==> src/rtl/decoder_scan_pkg.sv <==
// Shared types and helpers for the registered one-hot decoder / line-scan sequencer.
package decoder_pkg;

   typedef enum logic [1:0] {
      IDLE   = 2'd0,
      DIRECT = 2'd1,
      SCAN   = 2'd2,
      BLANK  = 2'd3
   } state_e;

   localparam logic MODE_DIRECT = 1'b0;
   localparam logic MODE_SCAN   = 1'b1;

   function automatic int unsigned out_w(input int unsigned sel_w);
      return 32'd1 << sel_w;
   endfunction

endpackage

==> src/rtl/decoder_scan_onehot.sv <==
// Combinational SEL_W-to-2**SEL_W one-hot decoder with enable; all-zero when disabled.
module decoder_onehot
   import decoder_pkg::*;
#(
   parameter int SEL_W = 3
) (
   input  logic [SEL_W-1:0]        i_sel,
   input  logic                    i_en,
   output logic [out_w(SEL_W)-1:0] o_onehot
);

   always_comb begin
      o_onehot = '0;
      if (i_en) o_onehot[i_sel] = 1'b1;
   end

endmodule

==> src/rtl/decoder_scan.sv <==
// Registered one-hot decoder with direct and self-sequenced scan modes.
// Define DECODER_SCAN_BLANK_EN to insert one all-zero cycle on every scan advance.
module decoder_scan
   import decoder_pkg::*;
#(
   parameter int SEL_W   = 3,
   parameter int DWELL_W = 8
) (
   input  logic                    clk,
   input  logic                    rst_n,
   input  logic                    enable,
   input  logic                    mode,
   input  logic [SEL_W-1:0]        sel,
   input  logic [DWELL_W-1:0]      dwell,
   input  logic [SEL_W-1:0]        last_line,
   output logic [out_w(SEL_W)-1:0] out,
   output logic [SEL_W-1:0]        cur_sel,
   output logic                    wrap
);

   localparam int OUT_W = out_w(SEL_W);

   state_e             r_state;
   logic [DWELL_W-1:0] r_cnt;
   logic [SEL_W-1:0]   r_sel;
   logic [OUT_W-1:0]   r_out;
   logic               r_wrap;

   state_e             w_state_nxt;
   logic [DWELL_W-1:0] w_cnt_nxt;
   logic [SEL_W-1:0]   w_sel_nxt;
   logic [SEL_W-1:0]   w_adv_sel;
   logic               w_out_en;
   logic               w_wrap_nxt;
   logic [OUT_W-1:0]   w_onehot;

   // ">=" also catches last_line lowered below the line currently driven
   assign w_adv_sel = (r_sel >= last_line) ? '0 : r_sel + SEL_W'(1);

   always_comb begin
      w_state_nxt = r_state;
      w_cnt_nxt   = r_cnt;
      w_sel_nxt   = r_sel;
      w_out_en    = 1'b0;
      w_wrap_nxt  = 1'b0;
      if (!enable) begin
         w_state_nxt = IDLE;
         w_cnt_nxt   = '0;
         w_sel_nxt   = '0;
      end else if (mode == MODE_DIRECT) begin
         w_state_nxt = DIRECT;
         w_cnt_nxt   = '0;
         w_sel_nxt   = sel;
         w_out_en    = 1'b1;
      end else begin
         case (r_state)
            SCAN: begin
               if (r_cnt < dwell) begin
                  w_cnt_nxt = r_cnt + DWELL_W'(1);
                  w_out_en  = 1'b1;
               end else begin
                  w_cnt_nxt = '0;
                  w_sel_nxt = w_adv_sel;
`ifdef DECODER_SCAN_BLANK_EN
                  w_state_nxt = BLANK;
`else
                  w_out_en   = 1'b1;
                  w_wrap_nxt = (w_adv_sel == '0);
`endif
               end
            end
`ifdef DECODER_SCAN_BLANK_EN
            // BLANK is only reached by an advance, so line 0 here means a wrap
            BLANK: begin
               w_state_nxt = SCAN;
               w_cnt_nxt   = '0;
               w_out_en    = 1'b1;
               w_wrap_nxt  = (r_sel == '0);
            end
`endif
            default: begin
               w_state_nxt = SCAN;
               w_cnt_nxt   = '0;
               w_sel_nxt   = '0;
               w_out_en    = 1'b1;
            end
         endcase
      end
   end

   decoder_onehot #(.SEL_W(SEL_W)) u_onehot (
      .i_sel    (w_sel_nxt),
      .i_en     (w_out_en),
      .o_onehot (w_onehot)
   );

   always_ff @(posedge clk or negedge rst_n) begin
      if (!rst_n) begin
         r_state <= IDLE;
         r_cnt   <= '0;
         r_sel   <= '0;
         r_out   <= '0;
         r_wrap  <= 1'b0;
      end else begin
         r_state <= w_state_nxt;
         r_cnt   <= w_cnt_nxt;
         r_sel   <= w_sel_nxt;
         r_out   <= w_onehot;
         r_wrap  <= w_wrap_nxt;
      end
   end

   assign out     = r_out;
   assign cur_sel = r_sel;
   assign wrap    = r_wrap;

endmodule

==> config.mk <==
export PLATFORM = sky130hd
export DESIGN_NAME = decoder_scan
export DESIGN_NICKNAME = d
export VERILOG_FILES = /design/src/rtl/decoder_scan_pkg.sv /design/src/rtl/decoder_scan_onehot.sv /design/src/rtl/decoder_scan.sv
export SDC_FILE = /design/constraint.sdc
export NUM_CORES = 1
export LEC_CHECK = 0
export ABC_AREA = 1
export CAP_MARGIN = 20
export CORE_MARGIN = 4
export CORE_UTILIZATION = 52
export CTS_CLUSTER_DIAMETER = 200
export DETAILED_ROUTE_END_ITERATION = 6
export PLACE_DENSITY = 0.81
export REMOVE_ABC_BUFFERS = 1
export SKIP_CTS_REPAIR_TIMING = 1
export SLEW_MARGIN = 5
export SYNTH_ARGS = -nofsm -noshare
export SYNTH_HDL_FRONTEND = slang
export SYNTH_SLANG_ARGS = --single-unit
==> constraint.sdc <==
create_clock -name clk -period 3.5 [get_ports clk]
set_input_delay 0.525 -clock clk [delete_from_list [all_inputs] [get_ports clk]]
set_output_delay 0.525 -clock clk [all_outputs]
set_load 0.01 [all_outputs]
After elaboration in Yosys (flattened, before gate mapping). Index checks and enable logic that the tools add are counted.

Bits in registers: 22. Input bits: 18. Output and inout bits: 12. Word-level logic and storage cells: 35.

Add/sub/neg operators: 2. $lt $le $gt $ge: 4. Eq/ne operators: 2. Mux-type cells: 20. Reductions and logical operators: 2.

Operator list (count): $mux W8 (5); $mux W3 (5); $add A8 B1 Y8 const B (1); $lt A8 B8 Y1 (1); $mux W1 (6); $mux W2 (3); $lt A3 B4 Y1 const B (1); $add A3 B1 Y3 const B (1); $demux W1 S3 (1); $ge A3 B1 Y1 const B (1); $ge A3 B3 Y1 (1); $logic_not A3 Y1 (1); $ne A3 B3 Y1 const B (1); $eq A2 B2 Y1 const B (1); $logic_and A1 B1 Y1 (1).

Longest topological paths before layout. Gate-level depths: netlist of the first run.

Depth after elaboration: 11. Mapped depth: 14. Depth with buffers taken out: 14.

Modules after synthesis. A second synthesis of the first run with hierarchy kept.

Cells, all modules: 136. Area, all modules: 1255.0 um^2.

Modules (own cells, without submodules): decoder_scan (instances 1, cells an instance 119, area each 1191.1 um^2, sequential area each 550.5 um^2); decoder_onehot (instances 1, cells an instance 17, area each 63.8 um^2, sequential area each 0.0 um^2).

Least setup slack after synthesis of the first run. Ideal clock, no wire load.

Path kind: input-to-reg. From: input port dwell[7]. To: register r_out[0] (netlist: out[0]). Library setup time: 71 ps. Arrival time: 1659 ps. Slack: 1770 ps. Cell stages on the path: 10. Buffers on the path: 0. Path through: inv_1 ha_1 a21oi_1 o21a_4 nand2_4 nand2_1 nand2_1 a21oi_1 nand2_1 nor2_1.

Word-level cells in the longest chain between the ends: 10.

Ends and longest elaborated chain: start: declaration (line decoder_scan.sv:14) `input logic [DWELL_W-1:0] dwell,`; $lt A8 B8 Y1 (*) (line decoder_scan.sv:58) `if (r_cnt < dwell) begin`; $mux W3 (*) (line decoder_scan.sv:58); $mux W3 (*) (line decoder_scan.sv:56) `case (r_state)`; $mux W3 (*) (line decoder_scan.sv:50) `end else if (mode == MODE_DIRECT) begin`; $mux W3 (*) (line decoder_scan.sv:46) `if (!enable) begin`; $lt A3 B4 Y1 (not written as such) or $ge A3 B1 Y1 (tied branches) (line decoder_scan_onehot.sv:14) `if (i_en) o_onehot[i_sel] = 1'b1;`; $logic_and A1 B1 Y1 (not written as such) (line decoder_scan_onehot.sv:14); $mux W1 (not written as such) (line decoder_scan_onehot.sv:14); $demux W1 S3 (*); $mux W8 (*) (line decoder_scan_onehot.sv:14); named net u_onehot.o_onehot[0] (line decoder_scan_onehot.sv:9) `output logic [out_w(SEL_W)-1:0] o_onehot`; end signal: assignment (line decoder_scan.sv:108) `r_out <= w_onehot;`; end: declaration (line decoder_scan.sv:26) `logic [OUT_W-1:0] r_out;`.

Mark *: on every way through the listed nets, which the timed path passes. The rest lies on a longest branch. A chain may end at the register's enable or synchronous reset.

Worst setup path in the final report of the first run.
From: input port last_line[2]. To: register r_out[2] (netlist: out[2]).

Word-level cells in the longest chain between the ends: 11.

Ends and longest elaborated chain: start: declaration (line decoder_scan.sv:15) `input logic [SEL_W-1:0] last_line,`; $ge A3 B3 Y1 (*) (line decoder_scan.sv:38) `assign w_adv_sel = (r_sel >= last_line) ? '0 : r_sel + SEL_W'(1);`; $mux W3 (*) (line decoder_scan.sv:38); $mux W3 (*) (line decoder_scan.sv:58); $mux W3 (*) (line decoder_scan.sv:56); $mux W3 (*) (line decoder_scan.sv:50); $mux W3 (*) (line decoder_scan.sv:46); named net u_onehot.i_sel[1] (line decoder_scan_onehot.sv:7) `input logic [SEL_W-1:0] i_sel,`; $lt A3 B4 Y1 (not written as such) or $ge A3 B1 Y1 (tied branches) (line decoder_scan_onehot.sv:14); $logic_and A1 B1 Y1 (not written as such) (line decoder_scan_onehot.sv:14); $mux W1 (not written as such) (line decoder_scan_onehot.sv:14); $demux W1 S3 (*); $mux W8 (*) (line decoder_scan_onehot.sv:14); named net u_onehot.o_onehot[2] (line decoder_scan_onehot.sv:9).

Marks and branches as above.

==> qor.csv, run 1 <==
stage,metric,value,unit
run_status,status,finished clean,
clock_network,cts_inserted_buffers,3,
sta,rsz0062_at_grt,false,
sta,final.setup_skew,3.00,ps
setup_path,critPathCaptureType,register,
global_route,grt_pass1_wl,4.26,mm
min_path,hp-class,register to register,
die,die_w,57.0,um
sta,setup-violations-final,0,
die,pin_count,30,
place,hpwl,1.90,mm
power_and_ir_drop,p_clk_share,36.2,%
sta,hold_violations,0,
clock_network,clkLatencyLatePin,310,ps
power_and_ir_drop,swShare,21.4,%
power_and_ir_drop,p_seq_share,50.1,%
logic_synthesis,ys.warnings.count,0,
global_route,antenna_found_initial,0,
sta,setup_tns,0,ps
power_and_ir_drop,switchingPower,0.113,mW
sta,slew_headroom,37.2,%
global_route,grt_pass1_vias,1066,
sta,period_share,60.0,%
detailed_routing,drc,0,
sta,worst_pin_slew,939,ps
detailed_routing,dr.pass1.iters,4,
logic_synthesis,synth-seq-cells,22,
logic_synthesis,async_flop_share,100,%
setup_path,cp_data_required_time,3740,ps
cells_and_area,layout_commonest_cell,clkdlybuf4s50_1,
logic_synthesis,syn_avg_cell_area,8.86,um2
cells_and_area,antennaDiodeCount,0,
die,core-area,2250,um2
sta,min_period,2100,ps
logic_synthesis,synth_cells,141,
power_and_ir_drop,comb_power_share,13.7,%
power_and_ir_drop,leakagePower,0.881,nW
global_route,grt_usage,16.5,%
setup_path,crit_path_max_fanout,3,
power_and_ir_drop,powerDensity,323,nW/um2
cells_and_area,fin_nets,205,
detailed_routing,drt_iter0_drc,17,
logic_synthesis,synth_cell_types,22,
global_route,grt_max_degree,23,
cells_and_area,fin_cells,202,
setup_path,startpoint_type,input port,
die,die_h,57.0,um
detailed_routing,ant_nets,0,
clock_network,clk_pin_slew,120,ps
detailed_routing,avgRoutedWirePerCell,11.5,um
setup_path,crit_type,input port to register,
detailed_routing,vias_per_cell,5.01,
cells_and_area,n_fill_cell,188,
clock_network,cts_tree,built,
place,place.gp.congestion,0.800,
clock_network,htreeDepth,1,
sta,slew_viol_final,0,
cells_and_area,multi_input_area,609,um2
place,port_buffers,29,
setup_path,worstPathArrival,2340,ps
cells_and_area,final_cell_mix,"29 x clkdlybuf4s50_1, 24 x nand2_1, 23 x inv_1",
cells_and_area,regArea,551,um2
clock_network,cts_buffer_depth,2,
detailed_routing,wirelength,2.33,mm
place,dp_cells,198,
die,fp.dieArea,3250,um2
global_route,overflow,0,
logic_synthesis,synth_ff_type,dfrtp_1,
die,initial_core_util,55.4,%
logic_synthesis,ys_seq_area_share,44.0,%
die,rows,17,
cells_and_area,area_growth,30.2,%
sta,fmax,476,MHz
logic_synthesis,synth_area,1250,um2
clock_network,cts.sinks,22,
cells_and_area,layout-drive-gt1-share,10.3,%
job,maxCapViolCount,0,
power_and_ir_drop,ir_worst_vdd,256,uV
detailed_routing,vias,1013,
power_and_ir_drop,p_int,0.412,mW
clock_network,root_buffer,clkbuf_4,
logic_synthesis,synth_edf_count,0,
[per-layer routing]
| layer | global-route usage, % | routed length, um | part of all wire, % |
|---|---|---|---|
| met5 | 0 | 0 | 0 |
| met4 | 9.60 | 83 | 3.6 |
| met3 | 4.30 | 141 | 6.1 |
| met2 | 28.9 | 1180 | 51 |
| met1 | 17.7 | 919 | 40 |
[area by class of cell]
cell class | instances | area share (%)
timing repair buffer | 29 | 17.8
sequential | 22 | 33.8
tap | 28 | 2.15
multi-input combinational | 95 | 37.4
inverter | 24 | 5.53
clock buffer | 3 | 1.38
clock inverter | 1 | 1.84
[state kept, by name (all words and copies together), names as in the netlist]
register,cells
wrap,1
r_state,2
out,8
cur_sel,3
r_cnt,8
[power by group through the flow]
stage          clock network, mW  registers (mW)  logic (mW)
2_1_floorplan                  0           0.270      0.0311
3_3_place_gp                   0           0.268      0.0693
3_5_place_dp                   0           0.268      0.0719
4_1_cts                    0.196           0.263      0.0730
5_1_grt                    0.209           0.264      0.0810
6_report                   0.190           0.263      0.0720
[logic make-up (layout without fill, tap and decap cells)]
| family | Yosys count | in the layout | synth area share (%) |
|---|---|---|---|
| compound gates | 8 | 8 | 4.80 |
| xor+xnor | 6 | 6 | 4.20 |
| fa+ha+maj | 12 | 12 | 12.0 |
| buf+inv | 24 | 57 | 7.21 |
| flops | 22 | 22 | 44.0 |
| simple gates | 69 | 69 | 27.7 |
[per-stage QoR]
stage,instance area [um2],total power [mW],worst slack [ps],util [%],hold WS [ps]
after floorplan,1250,0.301,1770,-,229
after global placement,1580,0.337,1200,69.9,475
after detailed placement,1580,0.340,1150,69.9,505
after CTS,1630,0.532,1430,72.2,524
after global routing,1630,0.554,1250,72.2,546
final,1630,0.525,1400,72.2,510
[critical path, cell delays in order]
cell	delay [ps]
clkdlybuf4s50_1	450
inv_1	50
ha_1	310
a21oi_1	210
nand3_1	150
nor2_1	160
nand2_1	70
nand2_1	80
nand2_1	70
nand2_2	80
nand2_1	70
nor2_1	110
[Yosys cell counts, types with 3 or more instances]
cell type,n,area (um2)
nor2_1,21,78.8
nand2_4,3,33.8
nand3_1,8,40.0
ha_1,12,150
nand2_1,24,90.1
nand3b_1,3,22.5
inv_1,23,86.3
a21oi_1,5,25.0
xor2_1,5,43.8
nand2_2,4,25.0
dfrtp_1,22,551
[final timing paths]
path / startpoint / to / slack, ps / cells past startpoint
worst max register to register: cur_sel[2] / out[2] / 1680 / 10
worst max-delay path: last_line[2] / out[2] / 1400 / 12
worst min register to register: r_cnt[0] / r_cnt[0] / 510 / 1
max in group asynchronous: rst_n / r_cnt[6] / 2200 / 1
min in group asynchronous: rst_n / out[2] / 730 / 1
worst min-delay path: r_cnt[0] / r_cnt[0] / 510 / 1
Note: power is estimated with default switching activity, not from simulation.
==> inputs of run 2 (changes only) <==
- CORE_UTILIZATION: 52 -> 49
- PLACE_DENSITY: 0.81 -> 0.77
- clock period: 3.5 -> 2 ns (I/O delays scaled with it)
==> run 2 against run 1 <==
Compared with the run above: critical endpoint is now out[3]; largest power group unchanged; critical path depth unchanged; worst hold slack worse by 190 ps; cell count is 2.5% higher; global-route usage decreased by 1.1 points; sequential power rose by 75%.
==> qor.csv, run 2 (same netlist as run 1, synthesis figures left out) <==
stage,metric,value,unit,change
global_route,grt-busiest-layer,met2,,unchanged
setup_path,slowest_delay,460,ps,was 450 ps
sta,hold_violations,0,,unchanged
cells_and_area,fin_cells,207,,was 202
global_route,overflow,0,,unchanged
power_and_ir_drop,ir_worst_vdd,499,uV,was 256 uV
cells_and_area,fin_area,1650,um2,was 1630 um2
detailed_routing,drt_iter0_drc,18,,was 17
clock_network,cts.sinks,22,,unchanged
detailed_routing,ant_nets,0,,unchanged
cells_and_area,antennaDiodeCount,0,,unchanged
power_and_ir_drop,comb_power_share,14.1,%,was 13.7%
global_route,grt_usage,15.4,%,was 16.5%
setup_path,cp_top_family,simple AND/OR/NAND/NOR gates,,unchanged
power_and_ir_drop,total_power,0.923,mW,was 0.525 mW
setup_path,worstPathArrival,2090,ps,was 2340 ps
min_path,hp-class,input port to asynchronous set/reset pin,,was register to register
setup_path,startpoint_type,input port,,unchanged
global_route,grt_pass1_vias,1042,,was 1066
detailed_routing,vias_per_cell,4.84,,was 5.01
cells_and_area,n_fill_cell,204,,was 188
die,die_w,58.5,um,was 57.0 um
die,initial_core_util,50.9,%,was 55.4%
place,dp_cells,203,,was 198
power_and_ir_drop,p_int,0.725,mW,was 0.412 mW
setup_path,reg2reg_depth,10,,unchanged
detailed_routing,avgRoutedWirePerCell,11.8,um,was 11.5 um
setup_path,rr_startpoint,cur_sel[2],,unchanged
cells_and_area,fin_nets,208,,was 205
setup_path,worstPathBufferInverterCount,2,,unchanged
cells_and_area,layout-drive-gt1-share,11.9,%,was 10.3%
sta,setup_tns,0,ps,unchanged
place,place.gp.congestion,0.817,,was 0.800
sta,final.setup_skew,9.91,ps,was 3.00 ps
clock_network,cts_inserted_buffers,3,,unchanged
sta,slew_viol_final,0,,unchanged
detailed_routing,drc,0,,unchanged
power_and_ir_drop,leakagePower,0.895,nW,was 0.881 nW
power_and_ir_drop,powerDensity,558,nW/um2,was 323 nW/um2
power_and_ir_drop,p_seq_share,49.9,%,was 50.1%
job,maxCapViolCount,0,,unchanged
place,place_area,1600,um2,was 1580 um2
global_route,grt_pass1_wl,4.06,mm,was 4.26 mm
setup_path,critical_path.cell_chain,clkdlybuf4s50_1 -> inv_1 -> ha_1 -> a21oi_1 -> nand3_1 -> nor2_1 -> nand2_1 -> nand2_1 -> nand2_1 -> nand2_2 -> nand2_1 -> nor2_1,,unchanged
sta,fmax,541,MHz,
sta,min_period,1850,ps,
place,hpwl,1.95,mm,was 1.90 mm
global_route,use_met2,30.1,%,was 28.9%
sta,slew_headroom,79.8,%,was 37.2%
setup_path,cp_data_required_time,2240,ps,was 3740 ps
setup_path,path_depth,12,,unchanged
setup_path,regToRegSetupSlack,220,ps,was 1680 ps
cells_and_area,final_cell_mix,"29 x clkdlybuf4s50_1, 24 x nand2_1, 23 x inv_1",,unchanged
clock_network,cts_tree,built,,unchanged
clock_network,cts_buffer_depth,2,,unchanged
sta,worst_pin_slew,300,ps,was 939 ps
clock_network,clk_pin_slew,120,ps,about the same
sta,period_share,92.4,%,
setup_path,r2r_end,out[3],,was out[2]
die,fp.dieArea,3420,um2,was 3250 um2
run_status,status,finished clean,,unchanged
sta,rsz0062_at_grt,false,,unchanged
setup_path,critPathCaptureType,register,,unchanged
die,die_h,58.5,um,was 57.0 um
power_and_ir_drop,switchingPower,0.198,mW,was 0.113 mW
cells_and_area,area_growth,32.2,%,was 30.2%
detailed_routing,dr.pass1.iters,4,,unchanged
clock_network,htreeDepth,1,,unchanged
setup_path,slowest_stage,clkdlybuf4s50_1,,unchanged
cells_and_area,layout_commonest_cell,clkdlybuf4s50_1,,unchanged
global_route,grt_max_degree,23,,unchanged
die,rows,18,,was 17
clock_network,root_buffer,clkbuf_4,,unchanged
setup_path,crit_type,input port to register,,unchanged
setup_path,crit_top_cell,nand2_1,,unchanged
power_and_ir_drop,swShare,21.5,%,was 21.4%
detailed_routing,vias,1001,,was 1013
sta,setup-violations-final,0,,unchanged
global_route,grtUsageMet3,3.07,%,was 4.30%
place,port_buffers,29,,unchanged
die,core-area,2450,um2,was 2250 um2
global_route,antenna_found_initial,0,,unchanged
die,pin_count,30,,unchanged
setup_path,crit_path_max_fanout,3,,unchanged
global_route,grt_use_met1,15.6,%,was 17.7%
detailed_routing,wirelength,2.43,mm,was 2.33 mm
power_and_ir_drop,p_clk_share,36.0,%,was 36.2%
clock_network,clkLatencyLatePin,300,ps,was 310 ps
==> run 2: cell count changes in the layout (fill, tap and decap cells not counted) <==
cell   before  now
buf_4       0    3
==> run 2: per-stage QoR <==
step	utilization, %	hold slack (ps)	setup WS, ps
6_report	67.3	321	152
5_1_grt	67.3	323	22.8
4_1_cts	67.3	318	163
3_5_place_dp	65.2	481	-166
3_3_place_gp	65.2	470	-67.4
2_1_floorplan	-	4.41	416
==> run 2: cell type report <==
type                       instances  area, um2  area share (%)
multi-input combinational         95        609            36.9
sequential                        22        551            33.3
timing repair buffer              32        313            18.9
inverter                          24       90.1            5.45
tap                               30       37.5            2.27
clock inverter                     1       30.0            1.82
clock buffer                       3       22.5            1.36
==> run 2: how the worst max path moves through the flow <==
stage / from / to / slack (ps)
2_1_floorplan: cur_sel[2] / out[1] / 420
3_3_place_gp: last_line[2] / out[3] / -70
3_5_place_dp: last_line[2] / out[6] / -170
4_1_cts: last_line[2] / out[6] / 160
5_1_grt: last_line[2] / out[2] / 20
6_report: last_line[2] / out[3] / 150
==> run 2: power groups by stage <==
stage,logic [mW],registers (mW),clock network [mW]
floorplan,0.0544,0.472,0
global placement,0.125,0.469,0
detailed placement,0.131,0.469,0
CTS,0.133,0.461,0.344
global route,0.145,0.462,0.371
finish,0.130,0.461,0.332
==> run 2: layer usage <==
layer,part of all wire [%],routed length [um]
met1,39,955
met2,55,1330
met4,0.58,14
met5,0,0
met3,5.3,130
==> inputs of run 3 (changes only) <==
- CORE_UTILIZATION: 49 -> 51
- CTS_BUF_LIST: unset -> sky130_fd_sc_hd__clkbuf_4
- PLACE_DENSITY: 0.77 -> 0.8
==> run 3 against run 2 <==
Compared with the run above: global-route usage rose by 2.1 points; sequential power barely moved; highest routed layer unchanged; sequential share of layout area rose by 0.20 points; total power rose by 0.72%; critical path type unchanged; routed wire length rose by 2.0%; first-iteration DRC count rose by 28%.
==> qor.csv, run 3 (same netlist as run 1, synthesis figures left out) <==
stage,metric,value,unit,change
global_route,grt_max_degree,23,,unchanged
cells_and_area,fin_area,1640,um2,was 1650 um2
detailed_routing,drt_iter0_drc,23,,was 18
setup_path,crit_path_max_fanout,3,,unchanged
place,hpwl,1.99,mm,was 1.95 mm
die,fp.dieArea,3310,um2,was 3420 um2
cells_and_area,final_cell_mix,"29 x clkdlybuf4s50_1, 24 x nand2_1, 23 x inv_1",,unchanged
global_route,grt_pass1_wl,4.47,mm,was 4.06 mm
detailed_routing,ant_nets,0,,unchanged
cells_and_area,fin_nets,207,,was 208
clock_network,cts.sinks,22,,unchanged
power_and_ir_drop,ir_worst_vdd,477,uV,was 499 uV
place,dp_worst_setup_slack,-162,ps,was -166 ps
setup_path,worstPathArrival,2090,ps,about the same
run_status,status,finished clean,,unchanged
place,place.gp.congestion,0.794,,was 0.817
die,die_h,57.5,um,was 58.5 um
sta,hold_violations,0,,unchanged
clock_network,cts_buffer_depth,2,,unchanged
clock_network,htreeDepth,1,,unchanged
setup_path,crit_top_cell,nand2_1,,unchanged
detailed_routing,vias,1025,,was 1001
cells_and_area,area_growth,31.4,%,was 32.2%
sta,final.setup_skew,4.34,ps,was 9.91 ps
power_and_ir_drop,leakagePower,0.890,nW,was 0.895 nW
sta,slew_viol_final,0,,unchanged
die,die_w,57.5,um,was 58.5 um
place,place_area,1590,um2,was 1600 um2
setup_path,startpoint_type,input port,,unchanged
detailed_routing,dr.pass1.iters,4,,unchanged
setup_path,cp_top_family,simple AND/OR/NAND/NOR gates,,unchanged
setup_path,critical_path.cell_chain,clkdlybuf4s50_1 -> inv_1 -> ha_1 -> a21oi_1 -> nand3_1 -> nor2_1 -> nand2_1 -> nand2_1 -> nand2_1 -> nand2_2 -> nand2_1 -> nor2_1,,unchanged
global_route,overflow,0,,unchanged
global_route,antenna_found_initial,0,,unchanged
cells_and_area,antennaDiodeCount,0,,unchanged
global_route,grt_pass1_vias,1043,,was 1042
clock_network,clk_pin_slew,120,ps,about the same
sta,period_share,91.9,%,was 92.4%
die,rows,17,,was 18
die,core-area,2280,um2,was 2450 um2
cells_and_area,layout_commonest_cell,clkdlybuf4s50_1,,unchanged
sta,fmax,544,MHz,was 541 MHz
sta,rsz0062_at_grt,false,,unchanged
sta,slew_headroom,82.5,%,was 79.8%
detailed_routing,avgRoutedWirePerCell,12.2,um,was 11.8 um
cells_and_area,layout-drive-gt1-share,11.4,%,was 11.9%
setup_path,crit_type,input port to register,,unchanged
sta,setup-violations-final,0,,unchanged
global_route,grt_usage,17.4,%,was 15.4%
sta,worst_pin_slew,260,ps,was 300 ps
min_path,hp-class,input port to asynchronous set/reset pin,,unchanged
die,initial_core_util,54.9,%,was 50.9%
clock_network,cts_inserted_buffers,3,,unchanged
power_and_ir_drop,powerDensity,566,nW/um2,was 558 nW/um2
detailed_routing,vias_per_cell,5.02,,was 4.84
setup_path,worstPathBufferInverterCount,2,,unchanged
clock_network,cts_tree,built,,unchanged
setup_path,slowest_delay,460,ps,about the same
setup_path,slowest_stage,clkdlybuf4s50_1,,unchanged
place,port_buffers,29,,unchanged
detailed_routing,drc,0,,unchanged
sta,fin_ws,162,ps,was 152 ps
power_and_ir_drop,total_power,0.930,mW,was 0.923 mW
sta,min_period,1840,ps,was 1850 ps
detailed_routing,wirelength,2.48,mm,was 2.43 mm
setup_path,cp_data_required_time,2250,ps,was 2240 ps
clock_network,root_buffer,clkbuf_4,,unchanged
job,maxCapViolCount,0,,unchanged
setup_path,critPathCaptureType,register,,unchanged
sta,setup_tns,0,ps,unchanged
cells_and_area,final_util,72.2,%,was 67.3%
clock_network,clkLatencyLatePin,310,ps,was 300 ps
die,pin_count,30,,unchanged
[run 3: cell count changes in the layout (fill, tap and decap cells not counted)]
cell,before,now
buf_4,3,2
[run 3: power by group]
| part | leakage [nW] | total [mW] | internal [mW] | switching (mW) |
|---|---|---|---|---|
| Sequential | 0.301 | 0.461 | 0.454 | 0.00607 |
| Combinational | 0.562 | 0.128 | 0.0666 | 0.0618 |
| Clock | 0.0279 | 0.341 | 0.203 | 0.138 |
| Total | 0.890 | 0.930 | 0.724 | 0.206 |
[run 3: final cells by class]
cell class,instances,area [um2]
clock buffers,3,22.5
clock inverters,1,30.0
multi-input cells,95,609
fillers,177,633
inverters,24,90.1
repair buffers,31,305
flip-flops and latches,22,551
well taps,28,35.0
[run 3: path summary, 6_finish.rpt]
| check | endpoint | slack, ps | cells past startpoint | start |
|---|---|---|---|---|
| min reg2reg | r_cnt[0] | 490 | 1 | r_cnt[0] |
| max reg2reg | out[6] | 210 | 10 | cur_sel[2] |
| min in group clk | r_cnt[0] | 490 | 1 | r_cnt[0] |
| min | out[0] | 310 | 2 | rst_n |
| max | out[6] | 160 | 12 | last_line[2] |
| max in group asynchronous | r_cnt[0] | 1480 | 2 | rst_n |
[run 3: routing by layer]
metal / vias to the layer above / wire, um / GRT usage [%]
met1: 478 / 943 / 20.0
li1: 509 / - / -
met2: 33 / 1350 / 31.3
met3: 5 / 145 / 3.62
met4: 0 / 48 / 6.95
met5: - / 0 / 0
[run 3: metrics by stage]
| step | hold slack [ps] | std cells |
|---|---|---|
| 6_report | 307 | 204 |
| 5_1_grt | 307 | 204 |
| 4_1_cts | 306 | 204 |
| 3_5_place_dp | 470 | 200 |
| 3_3_place_gp | 470 | 200 |
| 2_1_floorplan | 4.41 | 141 |
